### src/rtl/rng_capture.sv
// -----------------------------------------------------------------------------
// rng_capture
//
// Purpose:
//   Captures one byte from the PRNG stream each time the user presses the
//   push button. The byte is held steady for the 7-segment decoders. A
//   4-entry history of previous captures and a wrapping 8-bit capture
//   counter are also kept.
//
// Ports:
//   clk        - system clock; all state changes on its rising edge
//   reset      - synchronous, active-high reset
//   rnd_in     - random byte from the PRNG mux
//   rnd_valid  - single-cycle strobe marking rnd_in as fresh
//   btn_raw    - asynchronous, bouncy, active-high push button
//   sel        - history read index (0 = newest, 3 = oldest)
//   hold_out   - most recently captured byte
//   hist_out   - history entry selected by sel (combinational read)
//   cap_count  - number of captures since reset, modulo 256
//   cap_pulse  - one-cycle strobe in the cycle after a capture
//   armed      - high while waiting for rnd_valid after a press
// -----------------------------------------------------------------------------
module rng_capture #(
    parameter logic [15:0] DEBOUNCE_CYCLES = 16'd50_000
) (
    input  logic       clk,
    input  logic       reset,
    input  logic [7:0] rnd_in,
    input  logic       rnd_valid,
    input  logic       btn_raw,
    input  logic [1:0] sel,
    output logic [7:0] hold_out,
    output logic [7:0] hist_out,
    output logic [7:0] cap_count,
    output logic       cap_pulse,
    output logic       armed
);

    typedef enum logic [1:0] {
        IDLE    = 2'd0,
        ARMED   = 2'd1,
        RELEASE = 2'd2
    } state_t;

    logic        s1_q;
    logic        s2_q;
    logic [15:0] db_cnt_q;
    logic [15:0] db_cnt_d;
    logic        btn_clean_q;
    logic        btn_clean_d;
    logic        btn_clean_dly_q;
    logic        press;

    state_t      state_q;
    logic [7:0]  hold_q;
    logic [7:0]  hist_q [4];
    logic [7:0]  cap_count_q;
    logic        cap_pulse_q;

    // Two-flop synchronizer: the button is asynchronous to clk, so nothing
    // downstream may look at btn_raw before it has passed through both flops.
    always_ff @(posedge clk) begin
        if (reset) begin
            s1_q <= 1'b0;
            s2_q <= 1'b0;
        end else begin
            s1_q <= btn_raw;
            s2_q <= s1_q;
        end
    end

    // Debouncer next-state: the counter only runs while the synchronized
    // level disagrees with the clean level. Any cycle of agreement restarts
    // it, so a bounce shorter than DEBOUNCE_CYCLES can never flip btn_clean.
    // The clean level follows s2 on the cycle the counter hits its terminal
    // count, which is DEBOUNCE_CYCLES edges after the mismatch began.
    always_comb begin
        db_cnt_d    = 16'd0;
        btn_clean_d = btn_clean_q;
        if (s2_q != btn_clean_q) begin
            if (db_cnt_q == DEBOUNCE_CYCLES - 16'd1) begin
                btn_clean_d = s2_q;
                db_cnt_d    = 16'd0;
            end else begin
                db_cnt_d    = db_cnt_q + 16'd1;
            end
        end
    end

    // Debouncer state plus the one-cycle delayed copy of the clean level
    // that the rising-edge detector compares against.
    always_ff @(posedge clk) begin
        if (reset) begin
            db_cnt_q        <= 16'd0;
            btn_clean_q     <= 1'b0;
            btn_clean_dly_q <= 1'b0;
        end else begin
            db_cnt_q        <= db_cnt_d;
            btn_clean_q     <= btn_clean_d;
            btn_clean_dly_q <= btn_clean_q;
        end
    end

    // A press is the single cycle in which the debounced level has just
    // risen. A button held through reset release still produces one press
    // once the debounce delay has elapsed.
    assign press = btn_clean_q & ~btn_clean_dly_q;

    // Control FSM and capture datapath. The capture happens on the same
    // edge that moves ARMED -> RELEASE, so exactly one byte is taken per
    // press no matter how many strobes arrive while the button is held.
    // RELEASE waits for the debounced button to drop before re-arming is
    // possible. Reset wins over everything, including a capture edge.
    always_ff @(posedge clk) begin
        if (reset) begin
            state_q     <= IDLE;
            hold_q      <= 8'd0;
            cap_count_q <= 8'd0;
            cap_pulse_q <= 1'b0;
            for (int i = 0; i < 4; i++) begin
                hist_q[i] <= 8'd0;
            end
        end else begin
            cap_pulse_q <= 1'b0;
            case (state_q)
                IDLE: begin
                    if (press) begin
                        state_q <= ARMED;
                    end
                end
                ARMED: begin
                    if (rnd_valid) begin
                        state_q     <= RELEASE;
                        hold_q      <= rnd_in;
                        hist_q[3]   <= hist_q[2];
                        hist_q[2]   <= hist_q[1];
                        hist_q[1]   <= hist_q[0];
                        hist_q[0]   <= rnd_in;
                        cap_count_q <= cap_count_q + 8'd1;
                        cap_pulse_q <= 1'b1;
                    end
                end
                RELEASE: begin
                    if (!btn_clean_q) begin
                        state_q <= IDLE;
                    end
                end
                default: begin
                    state_q <= IDLE;
                end
            endcase
        end
    end

    // Output decode: everything is taken straight from registers except the
    // history read, which is a plain mux on sel over registered storage.
    assign hold_out  = hold_q;
    assign hist_out  = hist_q[sel];
    assign cap_count = cap_count_q;
    assign cap_pulse = cap_pulse_q;
    assign armed     = (state_q == ARMED);

endmodule

### config.mk
export PLATFORM = sky130hd
export DESIGN_NAME = rng_capture
export DESIGN_NICKNAME = d
export VERILOG_FILES = /design/src/rtl/rng_capture.sv
export SDC_FILE = /design/constraint.sdc
export NUM_CORES = 1
export LEC_CHECK = 0
export CAP_MARGIN = 5
export CORE_MARGIN = 4
export CORE_UTILIZATION = 37
export DETAILED_ROUTE_END_ITERATION = 8
export REMOVE_ABC_BUFFERS = 1
export SLEW_MARGIN = 20
export SYNTH_ARGS = -nofsm -noshare
export SYNTH_HDL_FRONTEND = slang
export SYNTH_SLANG_ARGS = --single-unit
### constraint.sdc
create_clock -name clk -period 1.7 [get_ports clk]
set_input_delay 0.17 -clock clk [delete_from_list [all_inputs] [get_ports clk]]
set_output_delay 0.17 -clock clk [all_outputs]
set_load 0.005 [all_outputs]
# Yosys cells after proc, flatten, opt, wreduce, memory -nomap -nowiden
# Memory sizes are Yosys's and may differ from the RTL's.
# Cells that the tools add are included.
# op_classes
n_mux,14
n_addsub,2
n_bitwise,7
eq_ne,7
reduce_logical,5
# op_table
op,n
2-to-1 mux 8 bit,4
adder 16 x 1 -> 16 bit (second input constant),1
equality test 16 bit (second input constant),1
adder 8 x 1 -> 8 bit (second input constant),1
2-to-1 mux 1 bit,6
2-to-1 mux 2 bit,3
!= test 2 bit (second input constant),3
one-hot mux 2 bit (3 select lines),1
OR 1 bit,4
AND reduction 2 bit,2
AND reduction 3 bit,1
OR reduction 3 bit,1
equality test 2 x 1 -> 1 bit (second input constant),1
equality test 2 bit (second input constant),1
zero test 2 bit,1
NOT 1 bit,2
AND 1 bit,1
!= test 1 bit,1
# totals
mem_count,1
mem_bits_rw,32
output_inout_bits,26
word_cells,45
regBits,39
input_bits,14
# mem_list
name,depth,width,read_ports,rd_ports_with_merged_regs,write_ports,line_no,text
hist_q,4,8,4,0,4,56,logic [7:0] hist_q [4];

# Depth between registers and ports, before layout
# depth
ltp_word,5
mapped_depth,7
mapped_depth_nobuf,5

# Worst setup path before layout
# OpenSTA, ideal clock, no wires.
# synth_timing
path_type,register -> register
from,reg state_q[0]
to,"mem hist_q[0][0], enable pin"
setup_slack_ps,-134
t_arrival_ps,1459
synth_period_minus_slack_ps,1834
stages_incl_launch_ff,5
t_required_ps,1325
setup_time_ps,375
path_buffers,2
cell_sequence,dfxtp_1 > and3b_1 > clkbuf_1 > clkbuf_1 > or2_2
# synth_rtl
item,line_no,text
"start, declared",54,state_t state_q;
"start signal, assigned",116,state_q <= IDLE;
"start signal, assigned",128,state_q <= ARMED;
"start signal, assigned",133,state_q <= RELEASE;
"end, declared",56,

==> summary.txt <==
Run status
  • Outcome: finished, final reports clean

Finish
  • Final std cells w/o fill: 423
  • Diodes inserted: 0
  • Nets: 333
  • Layout cells sized above 1: 0.150
  • Area delta synth->final: 30.2%
  • Design area: 3810 µm²
  • Fin util: 0.493

Timing
  • Max Clk Rate: 611 MHz
  • Setup violators final: 0
  • Final Worst Setup Slack: 0.0620 ns
  • Tmin final: 1.64 ns
  • Worst Skew: 0.00593 ns
  • Final period util: 0.964
  • Slew headroom: 0.745
  • Fin. max-slew vios: 0
  • Worst-margin pin slew: 0.379 ns
  • Unrepaired setup endpoints after global routing: yes
  • Final Hold Viols: 0

Synth
  • Top cells by area, synth: edfxtp_1, dfxtp_1, and2_1
  • Mapped cell area: 2930 µm²
  • Unique masters post-synth: 31
  • #FFs+latches synth: 71
  • Average size of a mapped cell: 11.5 µm²
  • Post-synthesis sequential area ratio: 0.595
  • Synthesis Warnings: 0
  • Synth top area share: 0.328
  • Post-Synthesis Cells: 255
  • Yosys top cell by area: edfxtp_1

Hold path
  • Hold_sp: btn_raw
  • Hold WC Path Type: primary input to flop
  • Worst Hold Path Cells: 2

Clocking
  • # clock sinks: 71
  • CTS root buf: clkbuf_8
  • H-tree depth: 3
  • CTS max path bufs: 2
  • Clk_lat worst skew: 0.34 ns
  • Num CTS Buffers: 9
  • CTS tree: done
  • Worst-path clk slew: 0.07 ns

Place
  • PortBufs: 39
  • DP Wirelength: 3630 µm
  • Routability cong.: 0.758
  • Dpl cell area: 3590 µm²
  • Placed Instances: 406
  • Pre-CTS setup slack: -0.256 ns

Route
  • DR vias/cell: 4.65
  • Via count: 1967
  • DRT antenna net count: 0
  • DR WL/cell: 12.4 µm
  • Drt drc: 0
  • DR iter-0 viols: 80
  • DRT Wirelength: 5260 µm
  • DRT Pass-1 Iters: 4

Pwr
  • Lkg Pwr: 1.33 nW
  • Worst VDD drop: 0.703 mV
  • Power density cells: 884 nW/µm²

Die
  • Starting density of the core: 0.379
  • Io pins: 40
  • Std-Cell Core Area: 7730 µm²
  • # rows: 32
  • Die Ht: 97.0 µm
  • Die area: 9400 µm²
  • Die Span X: 97.0 µm

Critical path
  • Worst Setup Path Type: flop to primary output
  • Critical path data required time: 1.53 ns
  • CP arrival: 1.47 ns
  • Crit path from: hist_q[0][5]
  • Critical R2R Launch: db_cnt_q[4]
  • Crit Path Max Fanout: 2
  • Cells on worst reg2reg path: 5
  • Critical Path Start Type: flop
  • CP Capture Type: primary output

Global routing
  • First-pass GRT wire length: 9030 µm
  • Grt total ovfl: 0
  • Initial antenna violation count: 0
  • Pin count of the biggest net entering global routing: 34
  • Vias in the first global route: 1854
  • Gr usage total: 0.122

Flow run
  • MaxCap Viol Count: 0
==> worst max-delay path, stage by stage (launching register included) <==
cell and delay [ns]:
edfxtp_1 0.40, mux4_2 0.45, dlygate4sd2_1 0.27
==> synth_stat cells (all sizes together) <==
master,instances
nor4,5
a21oi,13
ha,2
nand4b,2
nand3b,1
xor2,3
inv,5
edfxtp,32
nor3b,1
nand4,5
nor2b,4
or3,3
buf,3
o21ai,2
or4,1
xnor2,17
mux2i,1
nor2,27
nand3,5
mux4,8
clkbuf,9
nand2,26
and3b,1
and2,32
dfxtp,39
nor3,6
or4bb,1
or2,1
==> registers in the layout (all words and copies together), names as in the netlist <==
register         flops
cap_pulse            1
state_q              2
hist_q              32
s2_q                 1
s1_q                 1
btn_clean_dly_q      1
hold_out             8
db_cnt_q            16
cap_count            8
btn_clean_q          1
==> through the flow <==
stage | power (mW) | setup TNS, ns | hold WS [ns]
floorplan | 1.90 | -4.78 | 0.239
global placement | 2.02 | -1.88 | 0.420
detailed placement | 2.02 | -1.94 | 0.427
CTS | 3.42 | 0 | 0.358
global route | 3.51 | -0.0296 | 0.368
finish | 3.37 | 0 | 0.374
==> worst paths after layout <==
| kind | end | slack (ns) |
|---|---|---|
| setup / recovery | hist_out[5] | 0.06 |
| hold / removal | s1_q | 0.37 |
| setup reg to reg | db_cnt_q[4] | 0.07 |
| hold reg to reg | s2_q | 0.45 |
==> report_power, final <==
part / internal, mW / leakage (nW) / switching (mW)
Combinational: 0.0947 / 0.577 / 0.0590
Sequential: 1.81 / 0.645 / 0.0131
Clock: 0.808 / 0.104 / 0.588
Total: 2.71 / 1.33 / 0.660
==> timing repair <==
| item | in CTS | in global routing |
|---|---|---|
| endpoints found under the setup margin | 8 | 18 |
| hold buffers | 0 | 0 |
| pin swaps | 0 | 3 |
| gates resized for setup | 9 | 9 |
| buffers inserted | 2 | 0 |
==> kinds of logic (layout without fill, tap and decap cells) <==
logic type                 count (synthesis)  after routing  synth area share
buffers and inverters                     17             83            0.0299
and+or+nand+nor                          121            121             0.216
AOI/OAI and AO/OA                         15             15            0.0256
muxes                                      9              9            0.0650
xor gates and xnor gates                  20             20            0.0598
DFF                                       71             71             0.595
adders and majority gates                  2              2           0.00855
==> layout make-up <==
class / instances / area (µm²)
clock inverters: 5 / 73.8
multi-input cells: 167 / 1100
fillers: 704 / 3920
well taps: 102 / 128
clock buffers: 10 / 128
inverters: 5 / 18.8
flip-flops and latches: 71 / 1740
repair buffers: 63 / 622
==> per-layer routing <==
metal  GRT usage  part of all wire  vias up
met5           0                 0        -
met3      0.0548             0.050        9
li1            -                 -     1000
met1       0.153              0.47      928
met2       0.188              0.46       30
met4      0.0421             0.017        0
==> cells in the final DEF, fill, tap and decap left out, types with 2 or more instances in the layout <==
cell,netlist,routed
dfxtp_1,39,38
and2_1,32,32
edfxtp_1,32,32
clkdlybuf4s50_1,0,30
nor2_1,27,27
nand2_1,26,26
buf_4,0,19
xnor2_1,17,17
a21oi_1,13,13
clkbuf_8,0,9
mux4_2,8,8
clkdlybuf4s15_1,0,7
nor3_1,6,6
nand3_1,5,5
nand4_1,5,5
inv_1,5,5
nor2b_1,4,4
nor4_1,4,4
buf_12,1,4
or3_1,3,3
xor2_1,3,3
nand4b_1,2,2
o21ai_0,2,2
ha_1,2,2
clkinv_2,0,2
bufinv_16,0,2
dlygate4sd2_1,0,2
No activity file was read; power rests on OpenSTA's default activity.
